==> src/rtl/pacman_pkg.sv <==
`default_nettype none
// +--------------------------------------------------------------------+
// | pacman_pkg                                                         |
// | Shared grid geometry, colours and direction codes for pacman.      |
// | Revision: 1.0                                                      |
// +--------------------------------------------------------------------+
package pacman_pkg;

  localparam int TILE   = 5;
  localparam int GRID_W = 27;
  localparam int GRID_H = 24;

  localparam logic [2:0] PAC_COLOUR = 3'b110;
  localparam logic [2:0] BG_COLOUR  = 3'b000;

  typedef enum logic [2:0] {
    DIR_RIGHT = 3'd0,
    DIR_UP    = 3'd1,
    DIR_LEFT  = 3'd2,
    DIR_DOWN  = 3'd3,
    DIR_WAIT  = 3'd4
  } dir_e;

  function automatic logic [7:0] pixel_x(input logic [7:0] tx, input logic [2:0] px);
    return tx * 8'(TILE) + {5'd0, px};
  endfunction

  function automatic logic [6:0] pixel_y(input logic [6:0] ty, input logic [2:0] py);
    return ty * 7'(TILE) + {4'd0, py};
  endfunction

endpackage
`default_nettype wire

==> src/rtl/pacman_sprite_rom.sv <==
`default_nettype none
// +--------------------------------------------------------------------+
// | pacman_sprite_rom                                                  |
// | Combinational 5x5 sprite lookup: (dir, px, py) -> pixel bit.       |
// | Revision: 1.0                                                      |
// +--------------------------------------------------------------------+
module pacman_sprite_rom
  import pacman_pkg::*;
(
  input  logic [2:0] i_dir,
  input  logic [2:0] i_px,
  input  logic [2:0] i_py,
  output logic       o_bit
);

  logic [24:0] w_rows;
  logic [4:0]  w_idx;
  logic        w_in_tile;

  // Rows are packed py0 first, and within a row px0 is the leftmost character.
  always_comb begin
    w_rows = 25'b01110_11111_11111_11111_01110;
    case (i_dir)
      DIR_RIGHT: w_rows = 25'b01110_11110_11100_11110_01110;
      DIR_UP:    w_rows = 25'b10001_11011_11111_11111_01110;
      DIR_LEFT:  w_rows = 25'b01110_01111_00111_01111_01110;
      DIR_DOWN:  w_rows = 25'b01110_11111_11111_11011_10001;
      DIR_WAIT:  w_rows = 25'b01110_11111_11111_11111_01110;
      default:   w_rows = 25'b01110_11111_11111_11111_01110;
    endcase
  end

  assign w_in_tile = (i_px < 3'd5) && (i_py < 3'd5);
  assign w_idx     = 5'd24 - (5'(i_py) * 5'd5 + 5'(i_px));
  assign o_bit     = w_in_tile ? w_rows[w_idx] : 1'b0;

endmodule
`default_nettype wire

==> src/rtl/pacman_tile_drawer.sv <==
`default_nettype none
// +--------------------------------------------------------------------+
// | pacman_tile_drawer                                                 |
// | Erases the previous pacman tile, then draws the new 5x5 sprite.    |
// | Revision: 1.0                                                      |
// +--------------------------------------------------------------------+
module pacman_tile_drawer
  import pacman_pkg::*;
(
  input  logic       clock,
  input  logic       reset_n,
  input  logic       i_start,
  input  logic [7:0] i_tile_x,
  input  logic [6:0] i_tile_y,
  input  logic [2:0] i_dir,
  output logic       o_busy,
  output logic       o_done,
  output logic       o_err,
  output logic       o_plot,
  output logic [7:0] o_vga_x,
  output logic [6:0] o_vga_y,
  output logic [2:0] o_colour
);

  localparam logic [1:0] S_IDLE  = 2'd0;
  localparam logic [1:0] S_ERASE = 2'd1;
  localparam logic [1:0] S_DRAW  = 2'd2;

  logic [1:0] r_state, w_state;
  logic [2:0] r_px, r_py, w_px, w_py;
  logic [7:0] r_new_tx, w_new_tx, r_old_tx;
  logic [6:0] r_new_ty, w_new_ty, r_old_ty;
  logic [2:0] r_dir, w_dir;
  logic       r_prev_valid;

  logic       r_busy, r_done, r_err, r_plot;
  logic [7:0] r_vga_x;
  logic [6:0] r_vga_y;
  logic [2:0] r_colour;

  logic       w_in_range, w_accept, w_reject, w_moved, w_last;
  logic       w_sprite_bit;
  logic [7:0] w_pix_tx;
  logic [6:0] w_pix_ty;
  logic [2:0] w_colour;

  assign w_in_range = (i_tile_x < 8'(GRID_W)) && (i_tile_y < 7'(GRID_H));
  assign w_accept   = (r_state == S_IDLE) && i_start && w_in_range;
  assign w_reject   = (r_state == S_IDLE) && i_start && !w_in_range;
  assign w_moved    = (i_tile_x != r_old_tx) || (i_tile_y != r_old_ty);
  assign w_last     = (r_px == 3'd4) && (r_py == 3'd4);

  // Next-state values describe the pixel that will be on the outputs after the edge.
  always_comb begin
    w_state  = r_state;
    w_px     = r_px;
    w_py     = r_py;
    w_new_tx = r_new_tx;
    w_new_ty = r_new_ty;
    w_dir    = r_dir;
    case (r_state)
      S_IDLE: begin
        if (w_accept) begin
          w_new_tx = i_tile_x;
          w_new_ty = i_tile_y;
          w_dir    = i_dir;
          w_px     = 3'd0;
          w_py     = 3'd0;
          w_state  = (r_prev_valid && w_moved) ? S_ERASE : S_DRAW;
        end
      end
      S_ERASE, S_DRAW: begin
        if (w_last) begin
          w_px    = 3'd0;
          w_py    = 3'd0;
          w_state = (r_state == S_ERASE) ? S_DRAW : S_IDLE;
        end else if (r_px == 3'd4) begin
          w_px = 3'd0;
          w_py = r_py + 3'd1;
        end else begin
          w_px = r_px + 3'd1;
        end
      end
      default: w_state = S_IDLE;
    endcase
  end

  pacman_sprite_rom u_rom (
    .i_dir (w_dir),
    .i_px  (w_px),
    .i_py  (w_py),
    .o_bit (w_sprite_bit)
  );

  assign w_pix_tx = (w_state == S_ERASE) ? r_old_tx : w_new_tx;
  assign w_pix_ty = (w_state == S_ERASE) ? r_old_ty : w_new_ty;
  assign w_colour = ((w_state == S_DRAW) && w_sprite_bit) ? PAC_COLOUR : BG_COLOUR;

  always_ff @(posedge clock) begin
    if (!reset_n) begin
      r_state      <= S_IDLE;
      r_px         <= 3'd0;
      r_py         <= 3'd0;
      r_new_tx     <= 8'd0;
      r_new_ty     <= 7'd0;
      r_old_tx     <= 8'd0;
      r_old_ty     <= 7'd0;
      r_dir        <= 3'd0;
      r_prev_valid <= 1'b0;
      r_busy       <= 1'b0;
      r_done       <= 1'b0;
      r_err        <= 1'b0;
      r_plot       <= 1'b0;
      r_vga_x      <= 8'd0;
      r_vga_y      <= 7'd0;
      r_colour     <= 3'd0;
    end else begin
      r_state  <= w_state;
      r_px     <= w_px;
      r_py     <= w_py;
      r_new_tx <= w_new_tx;
      r_new_ty <= w_new_ty;
      r_dir    <= w_dir;
      r_err    <= w_reject;
      r_done   <= (r_state == S_DRAW) && w_last;
      r_plot   <= (w_state != S_IDLE);
      r_busy   <= (w_state != S_IDLE);
      if ((r_state == S_DRAW) && w_last) begin
        r_old_tx     <= r_new_tx;
        r_old_ty     <= r_new_ty;
        r_prev_valid <= 1'b1;
      end
      if (w_state != S_IDLE) begin
        r_vga_x  <= pixel_x(w_pix_tx, w_px);
        r_vga_y  <= pixel_y(w_pix_ty, w_py);
        r_colour <= w_colour;
      end
    end
  end

  assign o_busy   = r_busy;
  assign o_done   = r_done;
  assign o_err    = r_err;
  assign o_plot   = r_plot;
  assign o_vga_x  = r_vga_x;
  assign o_vga_y  = r_vga_y;
  assign o_colour = r_colour;

endmodule
`default_nettype wire

==> config.mk <==
export PLATFORM = sky130hd
export DESIGN_NAME = pacman_tile_drawer
export DESIGN_NICKNAME = d
export VERILOG_FILES = /design/src/rtl/pacman_pkg.sv /design/src/rtl/pacman_sprite_rom.sv /design/src/rtl/pacman_tile_drawer.sv
export SDC_FILE = /design/constraint.sdc
export NUM_CORES = 1
export LEC_CHECK = 0
export ABC_AREA = 1
export CORE_ASPECT_RATIO = 0.5
export CORE_MARGIN = 3
export CORE_UTILIZATION = 54
export DETAILED_ROUTE_END_ITERATION = 10
export PLACE_DENSITY_LB_ADDON = 0.05
export SYNTH_ARGS = -nofsm -noshare
export SYNTH_HDL_FRONTEND = slang
export SYNTH_SLANG_ARGS = --single-unit
==> constraint.sdc <==
create_clock -name clock -period 6.1 [get_ports clock]
set_input_delay 1.22 -clock clock [delete_from_list [all_inputs] [get_ports clock]]
set_output_delay 1.22 -clock clock [all_outputs]
set_load 0.02 [all_outputs]
==> impl_metrics.py, run 1 <==
metrics = {
    "timing": {
        "rsz0062_at_grt": "false",
        "max_freq_ghz": 0.177,
        "slew_viol_final": 0,
        "fin_crit_ps": 5650,
        "relSlewSlack_pct": 34.5,
        "clock_skew_ps": 7.90,
        "setup_viol": 0,
        "post-route-period-util_pct": 92.6,
        "fin_tns_setup_ps": 0,
        "hold_viol": 0,
        "tightest_slew_ps": 981,
    },
    "route": {
        "vias_per_cell": 5.07,
        "wl_per_cell_um": 12.7,
        "drt_iter0_markers": 216,
        "remaining_drc_errors": 0,
        "routed_wl_mm": 9.34,
        "ant_nets": 0,
        "dr.pass1.iters": 5,
        "routed-via-count": 3729,
    },
    "synth": {
        "syn_area_um2": 4210,
        "async_flop_share_pct": 0,
        "synth.most_common_cell": "nand2_1",
        "synth_xor_area_share_pct": 2.71,
        "avgSynthCellArea_um2": 7.00,
        "yosys.area.top_type": "dfxtp_1",
        "synth_nets": 673,
        "synth_top_family_by_area": "simple AND/OR/NAND/NOR gates",
        "yosysTopAreaCellShare_pct": 29.0,
        "yosys_warnings": 0,
        "synthSimpleGateAreaFrac_pct": 26.0,
        "synthMuxAreaShare_pct": 0.476,
        "synth-compound-area-share_pct": 14.3,
        "synth_cell_types": 39,
        "synthTopCellsByArea": "dfxtp_1 29%, ha_1 14%, nand2_1 12%",
        "syn_inst": 601,
        "synthAdderAreaFrac_pct": 15.9,
        "ys_seq_area_share_pct": 29.0,
        "ys_top_cells_by_count": "130 x nand2_1, 82 x inv_1, 74 x nor2_1",
        "ys_seq_elements": 61,
        "synth_edf_count": 0,
        "synthFlopType": "dfxtp_1",
    },
    "cts": {
        "h-tree-depth": 3,
        "numClockSinks": 61,
        "cts_buffers": 9,
        "postCtsHoldBufs": 0,
        "clk_pin_slew_ps": 50,
        "clk_latency_ps": 340,
        "cts_resized": 0,
        "clock_path_buffers": 2,
        "cts_tree": "yes",
        "cts_root_buf": "clkbuf_16",
        "post_cts_buffers": 0,
    },
    "critical_path": {
        "worstReg2RegStart": "r_state[0]$_SDFF_PN0_",
        "cp-start-kind": "input port",
        "critPathArrivalTime_ps": 5880,
        "worst_setup_path_end_kind": "flip-flop",
        "crit_required_ps": 6330,
        "critPathLaunch": "i_tile_x[7]",
        "crit_fanout": 29,
        "criticalPathCategory": "in2reg",
    },
    "run_status": {
        "outcome": "finished, final reports clean",
    },
    "power_and_ir_drop": {
        "vdd_drop_max_v": 0.000144,
        "leakagePower_nw": 2.46,
        "power.density_nw_per_um2": 216,
        "finalPower_w": 0.00108,
    },
    "placed_design": {
        "gp_congestion": 0.894,
        "placed_cells": 721,
        "hpwl_mm": 6.88,
        "numPortBuffers": 41,
    },
    "die": {
        "die_h_um": 68.4,
        "die_area_um2": 8950,
        "fp.dieW_um": 131,
        "num_io_pins": 43,
        "start_util_pct": 56.6,
        "core.rowCount": 22,
        "coreArea_um2": 7430,
    },
    "final_layout": {
        "n_antenna_cell": 0,
        "syn_to_final_growth_pct": 18.6,
        "drive_above_1_share_pct": 8.91,
        "finalNonFillerCells": 736,
        "finalNetCount": 708,
        "nFillCells": 646,
    },
    "global_routing": {
        "antenna_found_initial": 0,
        "grt_max_degree": 32,
        "grt_pass1_vias": 3288,
        "overflow": 0,
        "grtUsageTotal_pct": 21.9,
        "grt_pass1_wl_mm": 15.1,
    },
    "min_path": {
        "min-delay-start": "r_new_tx[7]$_SDFF_PN0_",
        "hp-class": "reg2reg",
    },
    "flow_run": {
        "drv_cap": 0,
    },
}
## cell usage in the layout (no fill, tap or decap), types with 3 or more instances in the layout
master	n
clkbuf_16	9
nand2_1	130
dfxtp_1	61
nor2_1	74
a21oi_4	4
inv_1	82
bufinv_16	3
a21oi_1	45
nand3_2	3
fa_1	4
xor2_1	9
clkdlybuf4s50_1	41
inv_2	9
nand2_2	9
nand3_1	28
buf_4	4
xnor2_1	4
nor2_4	3
o21ai_0	39
o21ai_1	5
ha_1	47
## layer usage
layer	vias up	track usage (%)	share of wire (%)
li1	1968	-	-
met1	1661	30.1	52
met2	84	33.4	42
met3	16	6.70	4.7
met4	0	6.15	1.0
met5	-	0	0
## flip-flops by register name (all words and copies together), names as in the netlist, 3 cells and up
| register | count |
|---|---|
| r_px | 3 |
| r_old_ty | 7 |
| r_py | 3 |
| r_new_ty | 7 |
| r_new_tx | 8 |
| o_vga_x | 8 |
| r_old_tx | 8 |
| r_dir | 3 |
| o_vga_y | 7 |
## logic make-up (layout without fill, tap and decap cells)
group	Yosys count	after routing
AO/OA/AOI/OAI	102	102
multiplexers	2	2
flip-flops	61	61
adder cells (fa/ha/maj)	51	51
AND/OR/NAND/NOR	256	256
buffers and inverters	115	154
other	1	1
XOR/XNOR	13	13
## cell type report
type	instances	area, µm²	share of cell area, %
clock buffers	11	253	5.07
clock inverters	4	95.1	1.91
repair buffers	45	440	8.83
inverters	94	357	7.15
well taps	96	120	2.41
flip-flops and latches	61	1220	24.5
multi-input cells	425	2500	50.2
## where the power goes
part | switching (W) | internal [W] | total [W]
Combinational | 0.0000403 | 0.0000303 | 0.0000706
Sequential | 0.00000154 | 0.000402 | 0.000404
Clock | 0.000183 | 0.000418 | 0.000601
Total | 0.000225 | 0.000851 | 0.00108
## per-stage QoR
step                      utilization, %  instance area (µm²)  worst slack, ps  hold slack (ps)
after floorplan                        -                 4210             1380              427
after global placement              62.4                 4640              309              444
after detailed placement            62.4                 4640              182              442
after CTS                           67.1                 4990              503              453
after global routing                67.1                 4990             26.0              482
final                               67.1                 4990              454              453
## worst max-delay path, cell delays in order
cell             delay (ps)
clkdlybuf4s50_1         440
nor2_1                  150
nand2_1                  80
nor2_2                  150
nand3_4                 230
nor2_4                  150
nand2_2                 100
a21oi_4                 270
nand2_2                 390
a21oi_1                 440
ha_1                    300
ha_1                    310
inv_1                    70
fa_1                    460
o21ai_0                 280
nand2_1                  90
nand2_1                  70
a21oi_1                  70
xor2_1                  150
nand3b_1                180
nand3_1                 100
nand3_1                  70
nand2_1                  70
inv_1                    30
## worst paths after layout
kind                             end  slack [ps]  cells past startpoint
max          o_vga_x[7]$_SDFFE_PN0P_         450                     24
min           r_new_tx[7]$_SDFF_PN0_         450                      2
max reg2reg  o_vga_x[7]$_SDFFE_PN0P_        1210                     25
min reg2reg   r_new_tx[7]$_SDFF_PN0_         450                      2
(Power assumes the default switching activity.)
==> run 2: changes to the inputs <==
CAP_MARGIN = 40   (was default)
HOLD_SLACK_MARGIN = 0.06   (was default)
clock period = 7.3 ns   (was 6.1 ns; I/O delays follow)
==> run 2 against run 1 <==
  * Clock skew decreased by 3.0 ps
  * Largest cell class unchanged
  * Core utilization shrank 0.74 points
  * Clock-buffer cell count unchanged
  * Critical endpoint unchanged
  * Sequential power shrank 17%
  * Flip-flop and latch count unchanged
  * Total power shrank 24%
  * Worst setup slack better by 840 ps
  * First-iteration DRC count down 0.46%
==> impl_metrics.py, run 2 (same netlist as run 1, synthesis figures left out) <==
metrics = {
    "run_status": {
        "outcome": "finished, final reports clean",
    },
    "global_routing": {
        "grtUsageTotal_pct": 22.5,
        "grt_pass1_wl_mm": 15.3,
        "antenna_found_initial": 0,
        "grt_max_degree": 33,
        "overflow": 0,
        "grt_pass1_vias": 3311,
    },
    "final_layout": {
        "drive_above_1_share_pct": 8.75,
        "finalNetCount": 707,
        "n_antenna_cell": 0,
        "nFillCells": 671,
        "syn_to_final_growth_pct": 17.3,
        "layout_commonest_cell": "nand2_1",
        "final_cell_mix": "130 x nand2_1, 82 x inv_1, 74 x nor2_1",
    },
    "cts": {
        "cts_buffers": 9,
        "clk_latency_ps": 340,
        "h-tree-depth": 3,
        "cts_resized": 0,
        "numClockSinks": 61,
        "clock_path_buffers": 2,
        "postCtsHoldBufs": 0,
        "cts_tree": "yes",
        "cts_root_buf": "clkbuf_16",
        "clk_pin_slew_ps": 50,
        "post_cts_buffers": 0,
    },
    "placed_design": {
        "hpwl_mm": 6.86,
        "numPortBuffers": 41,
        "place_ws_ps": 1040,
        "gp_congestion": 0.884,
    },
    "critical_path": {
        "critPathArrivalTime_ps": 6240,
        "cpMaxStageDelayCell": "clkdlybuf4s50_1",
        "criticalPathCategory": "in2reg",
        "worstPathBufferInverterCount": 3,
        "cpPeakStageDelay_ps": 490,
        "worst_setup_path_end_kind": "flip-flop",
        "critPathTopFamily": "simple AND/OR/NAND/NOR gates",
        "crit_required_ps": 7530,
        "crit_chain": "clkdlybuf4s50_1 -> nand2_1 -> nand2_1 -> nor2_2 -> nand3_4 -> nor2_4 -> nand2_2 -> a21oi_4 -> nand2_2 -> a21oi_1 -> ha_1 -> ha_1 -> inv_1 -> fa_1 -> o21ai_0 -> nand2_1 -> nand2_1 -> a21oi_1 -> xor2_1 -> nand3b_1 -> nand3_1 -> nand3_1 -> nand2_1 -> inv_1",
        "crit_fanout": 29,
        "path_common_cell": "nand2_1",
        "cp-start-kind": "input port",
    },
    "timing": {
        "hold_ws_ps": 462,
        "fin_crit_ps": 6010,
        "clock_skew_ps": 4.86,
        "rsz0062_at_grt": "false",
        "hold_viol": 0,
        "slew_viol_final": 0,
        "tightest_slew_ps": 607,
        "setup_viol": 0,
        "max_freq_ghz": 0.166,
        "fin_tns_setup_ps": 0,
        "worst_slack_ps": 1290,
        "relSlewSlack_pct": 59.1,
        "post-route-period-util_pct": 82.3,
    },
    "die": {
        "coreArea_um2": 7430,
        "core.rowCount": 22,
        "die_area_um2": 8950,
        "start_util_pct": 56.6,
        "fp.dieW_um": 131,
        "die_h_um": 68.4,
        "num_io_pins": 43,
    },
    "route": {
        "drt_iter0_markers": 215,
        "dr.pass1.iters": 4,
        "wl_per_cell_um": 12.6,
        "routed-via-count": 3656,
        "vias_per_cell": 4.97,
        "ant_nets": 0,
        "remaining_drc_errors": 0,
        "routed_wl_mm": 9.30,
    },
    "power_and_ir_drop": {
        "power.density_nw_per_um2": 166,
        "leakagePower_nw": 2.43,
        "finalPower_w": 0.000819,
        "vdd_drop_max_v": 0.000116,
    },
    "flow_run": {
        "drv_cap": 0,
    },
    "min_path": {
        "hp-class": "reg2reg",
    },
}
[run 2: cell count changes in the layout (fill, tap and decap cells not counted)]
| cell | change |
|---|---|
| buf_4 | -2 |
| buf_8 | +1 |
| bufinv_16 | -2 |
| clkbuf_1 | +1 |
| clkbuf_8 | -1 |
| clkinv_2 | +3 |
[run 2: worst paths after layout]
path / start / end / slack, ps / cells after the start
setup / recovery: i_tile_y[4] / o_vga_x[7]$_SDFFE_PN0P_ / 1290 / 24
hold / removal: r_new_ty[5]$_SDFF_PN0_ / r_new_ty[5]$_SDFF_PN0_ / 460 / 2
setup reg to reg: r_state[0]$_SDFF_PN0_ / o_vga_x[7]$_SDFFE_PN0P_ / 2350 / 25
hold reg to reg: r_new_ty[5]$_SDFF_PN0_ / r_new_ty[5]$_SDFF_PN0_ / 460 / 2
[run 2: layout make-up]
type / instances / area [µm²] / share of cell area, %
clock buffers: 11 / 243 / 4.92
clock inverters: 5 / 50.0 / 1.01
inverters: 94 / 357 / 7.23
multi-input cells: 425 / 2500 / 50.7
flip-flops and latches: 61 / 1220 / 24.8
well taps: 96 / 120 / 2.43
repair buffers: 44 / 440 / 8.93
[run 2: routing by layer]
| layer | vias up | GRT usage (%) | wire (µm) |
|---|---|---|---|
| li1 | 1973 | - | - |
| met1 | 1611 | 30.5 | 4740 |
| met2 | 62 | 35.0 | 4020 |
| met3 | 10 | 6.86 | 433 |
| met4 | 0 | 6.41 | 104 |
| met5 | - | 0 | 0 |
[run 2: power by group]
group          switching, W  internal, W
logic             0.0000336    0.0000253
clock network      0.000152     0.000271
registers        0.00000130     0.000336
total              0.000187     0.000632
[run 2: stage by stage]
step / utilization (%) / cell area [µm²] / std cells
after floorplan: - / 4210 / 601
after global placement: 62.2 / 4630 / 719
after detailed placement: 62.4 / 4640 / 720
after CTS: 66.4 / 4930 / 736
after global routing: 66.4 / 4930 / 736
final: 66.4 / 4930 / 736
[run 2: worst min-delay path, cell delays in order, from the launching register on]
cell and delay (ps):
dfxtp_1 300, nand2_1 80, nor2_1 40
==> run 3: changes to the inputs <==
clock period = 5.9 ns   (was 7.3 ns; I/O delays follow)
==> run 3 against run 2 <==
  * Non-clock buffer count increased by 5
  * Flip-flop and latch count is the same
  * Highest routed layer unchanged
  * Global-route usage shrank 0.78 points
  * Largest cell class unchanged
  * First-iteration DRC count is 40% lower
  * Hold slack improved by 3.4 ps
  * Clock power grew 28%
  * Sequential share of layout area fell by 0.44 points
  * Clock skew increased by 1.4 ps
  * Final area is 1.8% higher
  * Largest power group unchanged
  * Combinational power up 27%
  * Worst setup slack lost 670 ps
==> impl_metrics.py, run 3 (same netlist as run 1, synthesis figures left out) <==
metrics = {
    "run_status": {
        "outcome": "finished, final reports clean",
    },
    "die": {
        "die_h_um": 68.4,
        "core.rowCount": 22,
        "fp.dieW_um": 131,
        "coreArea_um2": 7430,
        "num_io_pins": 43,
        "die_area_um2": 8950,
        "start_util_pct": 56.6,
    },
    "timing": {
        "clock_skew_ps": 6.26,
        "worst_slack_ps": 620,
        "hold_ws_ps": 465,
        "slew_viol_final": 0,
        "tightest_slew_ps": 502,
        "fin_crit_ps": 5280,
        "rsz0062_at_grt": "false",
        "hold_viol": 0,
        "post-route-period-util_pct": 89.5,
        "relSlewSlack_pct": 66.5,
        "fin_tns_setup_ps": 0,
        "max_freq_ghz": 0.189,
        "setup_viol": 0,
    },
    "critical_path": {
        "path_common_cell": "nand2_1",
        "criticalPathCategory": "in2reg",
        "critPathArrivalTime_ps": 5510,
        "crit_fanout": 25,
        "worstPathBufferInverterCount": 3,
        "crit_required_ps": 6130,
        "cpMaxStageDelayCell": "fa_1",
        "rrSetupSlack_ps": 1340,
        "cpPeakStageDelay_ps": 460,
        "critPathTopFamily": "simple AND/OR/NAND/NOR gates",
        "cp-start-kind": "input port",
        "worst_setup_path_end_kind": "flip-flop",
    },
    "route": {
        "vias_per_cell": 5.05,
        "dr.pass1.iters": 4,
        "wl_per_cell_um": 12.4,
        "drt_iter0_markers": 130,
        "ant_nets": 0,
        "remaining_drc_errors": 0,
        "routed_wl_mm": 9.19,
        "routed-via-count": 3742,
    },
    "global_routing": {
        "grt_pass1_wl_mm": 15.1,
        "grt_pass1_vias": 3296,
        "antenna_found_initial": 0,
        "grtUsageTotal_pct": 21.8,
        "overflow": 0,
        "grt_max_degree": 31,
    },
    "flow_run": {
        "drv_cap": 0,
    },
    "final_layout": {
        "seq_area_um2": 1220,
        "drive_above_1_share_pct": 9.46,
        "layout_commonest_cell": "nand2_1",
        "n_antenna_cell": 0,
        "final_cell_mix": "130 x nand2_1, 82 x inv_1, 74 x nor2_1",
        "finalNonFillerCells": 741,
        "multi_input_area_um2": 2500,
        "finalNetCount": 712,
        "nFillCells": 653,
        "syn_to_final_growth_pct": 19.5,
    },
    "cts": {
        "post_cts_buffers": 0,
        "h-tree-depth": 3,
        "cts_buffers": 9,
        "postCtsHoldBufs": 0,
        "cts_tree": "yes",
        "clk_pin_slew_ps": 50,
        "clock_path_buffers": 2,
        "numClockSinks": 61,
        "cts_root_buf": "clkbuf_16",
        "cts_resized": 0,
        "clk_latency_ps": 330,
    },
    "placed_design": {
        "numPortBuffers": 41,
        "gp_congestion": 0.898,
        "hpwl_mm": 7.03,
        "placed_cells": 725,
        "place_ws_ps": 321,
    },
    "min_path": {
        "hp-class": "reg2reg",
    },
    "power_and_ir_drop": {
        "power.density_nw_per_um2": 206,
        "leakagePower_nw": 2.47,
        "vdd_drop_max_v": 0.000139,
    },
}
[run 3: changes by cell type in the layout (fill, tap and decap cells not counted), sizes merged]
| cell | previous run | this run |
|---|---|---|
| buf | 3 | 8 |
| clkbuf | 11 | 13 |
| clkinv | 6 | 3 |
| clkinvlp | 0 | 1 |
[run 3: routing by layer]
layer	track usage [%]	wire length, µm	vias to the layer above	part of all wire, %
li1	-	-	1982	-
met1	29.6	4860	1684	53
met2	34.4	3900	67	42
met3	6.16	339	9	3.7
met4	5.00	94	0	1.0
met5	0	0	-	0
[run 3: layout make-up]
cell class                      instances  area share, %
Sequential cell                        61           24.3
Clock buffer                           13           5.38
Multi-Input combinational cell        425           49.8
Tap cell                               96           2.39
Clock inverter                          3          0.847
Timing Repair Buffer                   49           10.2
Inverter                               94           7.10
[run 3: metrics by stage]
stage | util [%] | area, µm² | power (W)
finish | 67.6 | 5020 | 0.00104
global route | 67.6 | 5020 | 0.00107
CTS | 67.6 | 5020 | 0.00104
detailed placement | 63.4 | 4710 | 0.000501
global placement | 62.6 | 4660 | 0.000498
floorplan | - | 4210 | 0.000468
[run 3: power by group]
part / leakage [nW] / total [W] / internal [W] / switching, W
clock network: 0.152 / 0.000543 / 0.000360 / 0.000183
logic: 1.83 / 0.0000750 / 0.0000332 / 0.0000418
registers: 0.492 / 0.000417 / 0.000416 / 0.00000162
total: 2.47 / 0.00104 / 0.000810 / 0.000226
[run 3: tightest hold or removal path, cell delays in order, from the launching register on]
cell and delay [ps]:
dfxtp_1 310, nand2_1 80, nor2_1 40
[run 3: worst paths after layout]
kind                          start                 endpoint  cells after the start
max                     i_tile_y[5]  o_vga_x[7]$_SDFFE_PN0P_                     25
min          r_new_tx[6]$_SDFF_PN0_   r_new_tx[6]$_SDFF_PN0_                      2
max reg2reg   r_state[1]$_SDFF_PN0_  o_vga_x[7]$_SDFFE_PN0P_                     25
min reg2reg  r_new_tx[6]$_SDFF_PN0_   r_new_tx[6]$_SDFF_PN0_                      2
